`src/rtl/wb_pkg.sv`:
```
// Shared writeback definitions: data/address widths and the request payload.
package wb_pkg;

    localparam int XLEN = 32;
    localparam int AW   = 5;

    typedef struct packed {
        logic [AW-1:0]   rd;
        logic [XLEN-1:0] data;
    } wb_req_t;

endpackage

```
`src/rtl/wb_rr_pick.sv`:
```
// Two-way writeback grant selection.
// Build option: WB_ARB_RR_EN selects round-robin on contention
// (pointer input present); otherwise requester 0 always wins.
module wb_rr_pick (
    input  logic       i_v0,
    input  logic       i_v1,
`ifdef WB_ARB_RR_EN
    input  logic       i_ptr,
`endif
    output logic [1:0] o_gnt
);

    // One-hot grant: single requester wins outright, contention uses the policy
    always_comb begin
        o_gnt = 2'b00;
        if (i_v0 && i_v1) begin
`ifdef WB_ARB_RR_EN
            o_gnt = i_ptr ? 2'b10 : 2'b01;
`else
            o_gnt = 2'b01;
`endif
        end else begin
            o_gnt = {i_v1, i_v0};
        end
    end

endmodule

```
`src/rtl/wb_port_arbiter.sv`:
```
// Register-file write-port arbiter: two writeback requesters feed a
// one-entry commit stage that drives the register unit, with forwarding
// lookups against the staged write.
// Build option: WB_ARB_RR_EN enables round-robin arbitration; without it
// req0 has fixed priority and no pointer flop exists.
module wb_port_arbiter
    import wb_pkg::*;
(
    input  logic            clk,
    input  logic            rst_n,
    input  logic            req0_valid,
    input  logic [AW-1:0]   req0_rd,
    input  logic [XLEN-1:0] req0_data,
    output logic            req0_ready,
    input  logic            req1_valid,
    input  logic [AW-1:0]   req1_rd,
    input  logic [XLEN-1:0] req1_data,
    output logic            req1_ready,
    input  logic            wr_hold,
    output logic            RUWr,
    output logic [AW-1:0]   rd,
    output logic [XLEN-1:0] data_in,
    input  logic [AW-1:0]   rs1,
    input  logic [AW-1:0]   rs2,
    output logic            fwd1_hit,
    output logic            fwd2_hit,
    output logic [XLEN-1:0] fwd1_data,
    output logic [XLEN-1:0] fwd2_data
);

    logic       r_stg_valid;
    wb_req_t    r_stg;
    logic [1:0] w_gnt;
    logic       w_accept_ok;
    logic       w_xfer;
    logic       w_drain;
    wb_req_t    w_win;
    logic       w_fwd1_hit;
    logic       w_fwd2_hit;

`ifdef WB_ARB_RR_EN
    logic       r_ptr;
`endif

    wb_rr_pick u_pick (
        .i_v0  (req0_valid),
        .i_v1  (req1_valid),
`ifdef WB_ARB_RR_EN
        .i_ptr (r_ptr),
`endif
        .o_gnt (w_gnt)
    );

    // Handshake, drain and winner selection
    always_comb begin
        w_accept_ok = !r_stg_valid || !wr_hold;
        w_drain     = r_stg_valid && !wr_hold;
        w_xfer      = (|w_gnt) && w_accept_ok;
        req0_ready  = w_gnt[0] && w_accept_ok;
        req1_ready  = w_gnt[1] && w_accept_ok;
        w_win.rd    = w_gnt[1] ? req1_rd   : req0_rd;
        w_win.data  = w_gnt[1] ? req1_data : req0_data;
    end

    // Commit stage: a new winner loads on the same edge the old entry drains
    always_ff @(posedge clk or negedge rst_n) begin
        if (!rst_n) begin
            r_stg_valid <= 1'b0;
            r_stg       <= '0;
        end else if (w_xfer) begin
            r_stg_valid <= 1'b1;
            r_stg       <= w_win;
        end else if (w_drain) begin
            r_stg_valid <= 1'b0;
        end
    end

`ifdef WB_ARB_RR_EN
    // Round-robin pointer: after a contended grant, prefer the loser next
    always_ff @(posedge clk or negedge rst_n) begin
        if (!rst_n) begin
            r_ptr <= 1'b0;
        end else if (w_xfer && req0_valid && req1_valid) begin
            r_ptr <= w_gnt[0];
        end
    end
`endif

    // Register-file write port and forwarding lookups (forwarding ignores wr_hold)
    always_comb begin
        RUWr       = r_stg_valid && !wr_hold && (r_stg.rd != '0);
        rd         = r_stg.rd;
        data_in    = r_stg.data;
        w_fwd1_hit = r_stg_valid && (r_stg.rd != '0) && (rs1 == r_stg.rd);
        w_fwd2_hit = r_stg_valid && (r_stg.rd != '0) && (rs2 == r_stg.rd);
        fwd1_hit   = w_fwd1_hit;
        fwd2_hit   = w_fwd2_hit;
        fwd1_data  = w_fwd1_hit ? r_stg.data : '0;
        fwd2_data  = w_fwd2_hit ? r_stg.data : '0;
    end

endmodule
```
`config.mk`:
```
export PLATFORM = sky130hd
export DESIGN_NAME = wb_port_arbiter
export DESIGN_NICKNAME = d
export VERILOG_FILES = /design/src/rtl/wb_pkg.sv /design/src/rtl/wb_rr_pick.sv /design/src/rtl/wb_port_arbiter.sv
export SDC_FILE = /design/constraint.sdc
export NUM_CORES = 1
export LEC_CHECK = 0
export ABC_AREA = 1
export CORE_MARGIN = 2
export CORE_UTILIZATION = 25
export CTS_CLUSTER_DIAMETER = 80
export DETAILED_ROUTE_END_ITERATION = 7
export MAX_ROUTING_LAYER = met4
export PLACE_DENSITY = 0.68
export REMOVE_ABC_BUFFERS = 1
export SYNTH_ARGS = -nofsm -noshare
export SYNTH_HDL_FRONTEND = slang
export SYNTH_SLANG_ARGS = --single-unit
```
`constraint.sdc`:
```
create_clock -name clk -period 2.7 [get_ports clk]
set_clock_uncertainty 0.05 [all_clocks]
set_input_delay 0.81 -clock clk [delete_from_list [all_inputs] [get_ports clk]]
set_output_delay 0.81 -clock clk [all_outputs]
set_load 0.02 [all_outputs]
```
# Word-level counts from Yosys, hierarchy flattened
# Index checks and enable logic that the tools add are counted.
totals:
  word_cells: 27
  regBits: 38
  in_bits: 89
op_classes:
  reduce_logical: 15
  n_eq_ne: 2
  mux: 7
ops:
  columns: ["operator", "count"]
  rows:
  - ["2-to-1 mux 32 bit", 3]
  - ["== test 5 bit", 2]
  - ["logical AND 1 bit", 9]
  - ["2-to-1 mux 5 bit", 1]
  - ["nonzero test 5 bit", 1]
  - ["logical NOT 1 bit", 2]
  - ["2-to-1 mux 1 bit", 2]
  - ["2-to-1 mux 2 bit", 1]
  - ["nonzero test 2 bit", 1]
  - ["OR reduction 2 bit", 1]
  - ["logical OR 1 bit", 1]

# Logic depth before layout (Yosys ltp)
depth:
  depth_word: 5
  depth_mapped: 8

# Modules after synthesis
# From an unflattened synthesis, not the netlist that was laid out.
unflattened:
  hier_cells: 349
  hier_area_um2: 2359.8
modules_own_cells:
  columns: ["mod", "n_inst", "seq_area_each_um2", "area_each_um2", "cells_each"]
  rows:
  - ["wb_port_arbiter", 1, 950.9, 2348.5, 346]
  - ["wb_rr_pick", 1, 0.0, 11.3, 3]

# Least setup slack after synthesis
# Ideal clock, no wire load.
synth_path:
  path_type: "input to output"
  startpoint: "input port rs2[4]"
  endpoint: "output port fwd2_data[22]"
  path_slack_ns: 0.160
  stages: 5
  arrival_ns: 1.680
  required_time_ns: 1.840
  cell_sequence: "xor2_1 -> nor2_1 -> nand3_4 -> buf_6 -> nor2_1"
synth_via:
  elab_chain_len: 3
synth_lines:
  columns: ["element", "line", "text"]
  rows:
  - ["start: declaration", "wb_port_arbiter.sv:24", "input logic [AW-1:0] rs2,"]
  - ["== test 5 bit", "wb_port_arbiter.sv:95", "w_fwd2_hit = r_stg_valid && (r_stg.rd != '0) && (rs2 == r_stg.rd);"]
  - ["logical AND 1 bit", "wb_port_arbiter.sv:95", null]
  - ["2-to-1 mux 32 bit", "wb_port_arbiter.sv:99", "fwd2_data = w_fwd2_hit ? r_stg.data : '0;"]
  - ["end: declaration", "wb_port_arbiter.sv:28", "output logic [XLEN-1:0] fwd2_data"]
# Every way passes these cells.

# Worst setup path after layout
layout_path:
  startpoint: "input port rs1[4]"
  endpoint: "output port fwd1_data[17]"
layout_via:
  elab_chain_len: 3
layout_lines:
  columns: ["element", "line", "text"]
  rows:
  - ["start: declaration", "wb_port_arbiter.sv:23", "input logic [AW-1:0] rs1,"]
  - ["== test 5 bit", "wb_port_arbiter.sv:94", "w_fwd1_hit = r_stg_valid && (r_stg.rd != '0) && (rs1 == r_stg.rd);"]
  - ["logical AND 1 bit", "wb_port_arbiter.sv:94", null]
  - ["2-to-1 mux 32 bit", "wb_port_arbiter.sv:98", "fwd1_data = w_fwd1_hit ? r_stg.data : '0;"]
  - ["end: declaration", "wb_port_arbiter.sv:27", "output logic [XLEN-1:0] fwd1_data,"]
# Every way passes these cells.

==> impl_metrics.toml <==
[floorplanning]
die_w_um = 99.5
ios = 195
dieArea_mm2 = 0.00990
die_h_um = 99.5
rows = 34
fp.coreArea_mm2 = 0.00881
initial_utilization_pct = 25.9

[drt]
routed_via_density = 4.75
vias = 2966
first_pass_iters = 4
ant_nets = 0
drt_wl_total_um = 10700
drc = 0
wl_per_cell_um = 17.0
drt_iter0_markers = 89

[placed_design]
gp_congestion = 0.791
hpwlAfterDp_um = 6440
placed_cells = 605
io_buffers = 194
dpl_cell_area_mm2 = 0.00433

[synth]
ys_seq_area_share_pct = 41.7
ys_types = 19
avgSynthCellArea_um2 = 7.24
ys_ff_latch = 38
syn_area_mm2 = 0.00228
ys_warn_count = 0
synthCells = 315

[cts]
path_clk_slew_ns = 0.07
cts.sinks = 38
cts_made_buffers = 5
cts_tree = "done"
clock_path_buffers = 2
htree_levels = 2
root_buffer = "clkbuf_8"
insertion_delay_ns = 0.28
postCtsHoldBufs = 0

[critical_path]
required_ns = 1.84
end_kind = "output pin"
worstPathMaxFanout = 8
start_kind = "input port"
crit_type = "in -> out"
arrival_ns = 1.96

[finish]
area_growth_pct = 129
nets = 605
layout_common_cells = "clkdlybuf4s50_1, buf_6, nor2_4, nor2_1"
stdcell_count = 625
num_antenna_cells = 0
n_fill_cell = 762
final_common_cell = "clkdlybuf4s50_1"
fin_area_mm2 = 0.00523
drive_above_1_share_pct = 37.3

[status]
violations = "negative setup slack"
status = "finished with violations"

[pwr]
ir_worst_vdd_uv = 195
cellPowerDensity_mw_per_mm2 = 433
totalPowerFinal_mw = 2.27
leakagePower_nw = 2.22

[global_route]
grt_antenna_before_repair = 0
grt_pass1_vias = 3029
grt_overflow = 0
grt_pass1_wl_um = 15900
grt_max_degree = 41
grtUsageTotal_pct = 21.5

[timing]
worst_slack_ns = -0.115
layout_worst_path_cycle_share_pct = 104
layout_min_cycle_time_ns = 2.82
rsz0062_at_grt = "true"
relSlewSlack_pct = 41.4
max_freq_mhz = 355
finalSetupViolations = 46
maxSlewViolCount = 0
final_hold_viol_count = 0
tightest_slew_ns = 0.879

[hold_path]
hp-class = "reg -> reg"

[flow_run]
maxCapViolCount = 0
-- flip-flops by register name (all words and copies together) (netlist names) --
name and flops:
r_stg_valid 1, data_in 32, rd 5
-- cell type report --
type                    count  area [um2]  share of cell area, %
well taps                 108         135                   2.58
inverters                  45         171                   3.28
repair buffers            215        2340                   44.7
clock inverters             1        30.0                  0.574
flip-flops and latches     38         951                   18.2
clock buffers               7        76.3                   1.46
multi-input cells         211        1530                   29.3
-- final timing paths --
path	slack, ns	end	from	cells past startpoint
max	-0.12	fwd1_data[17]	rs1[4]	8
min	0.47	r_stg_valid	r_stg_valid	2
max reg2reg	1.22	data_in[8]	r_stg_valid	7
min reg2reg	0.47	r_stg_valid	r_stg_valid	2
max in group asynchronous	1.45	data_in[28]	rst_n	1
min in group asynchronous	0.58	data_in[1]	rst_n	1
-- worst max-delay path: stages --
cell and delay (ns):
buf_2 0.10, xor2_1 0.13, nor2_1 0.19, nand3_4 0.16
buf_12 0.17, buf_16 0.16, nor2_4 0.10, buf_6 0.12
-- metrics by stage --
| step | setup WS [ns] | hold WS, ns | setup TNS [ns] | util (%) |
|---|---|---|---|---|
| after floorplan | -1.62 | 0.432 | -30.29 | - |
| after global placement | -0.760 | 0.451 | -49.00 | 49.2 |
| after detailed placement | -0.817 | 0.459 | -50.98 | 49.2 |
| after CTS | -0.207 | 0.479 | -8.45 | 58.2 |
| after global routing | -0.181 | 0.526 | -6.16 | 59.4 |
| final | -0.115 | 0.471 | -2.90 | 59.4 |
-- synthesized netlist by cell type --
cell | n | share of area, %
nand2_1 | 14 | 2.3
buf_6 | 6 | 3.0
o22ai_1 | 34 | 9.3
buf_2 | 11 | 2.4
nor2_2 | 2 | 0.55
or2_2 | 1 | 0.27
clkbuf_1 | 2 | 0.33
a21oi_4 | 1 | 0.71
dfrtp_1 | 38 | 42
nor2_1 | 108 | 18
xor2_1 | 6 | 2.3
xnor2_1 | 2 | 0.77
nand3_4 | 2 | 1.5
nand3_1 | 1 | 0.22
inv_2 | 6 | 0.99
inv_1 | 39 | 6.4
o21ai_1 | 38 | 8.3
buf_4 | 2 | 0.66
o21ai_0 | 2 | 0.44
-- layer usage --
metal | track usage (%) | vias up | wire, um
met4 | 7.06 | 0 | 295
met3 | 3.44 | 16 | 559
li1 | - | 1409 | -
met5 | - | - | 0
met1 | 25.5 | 1407 | 4340
met2 | 37.3 | 134 | 5460
-- cell families (layout without fill, tap and decap cells) --
family	Yosys count	count (layout)	share of synthesized area [%]
compound gates	75	75	18.8
xor+xnor	8	8	3.07
buf+inv	66	268	13.8
flops	38	38	41.7
simple gates	128	128	22.7
-- what timing repair did --
action	4_1_cts	5_1_grt
setup buffers	6	4
endpoints found under the hold margin	0	0
endpoints found under the setup margin	69	69
cloned	8	0
gates resized for setup	540	61
pin swaps	13	14
-- report_power, final --
group	total [mW]	switching [mW]	leakage, nW	internal [mW]
Combinational	1.06	0.588	1.71	0.468
Sequential	0.726	0.0649	0.455	0.661
Clock	0.484	0.207	0.0524	0.277
(Power assumes the default switching activity.)
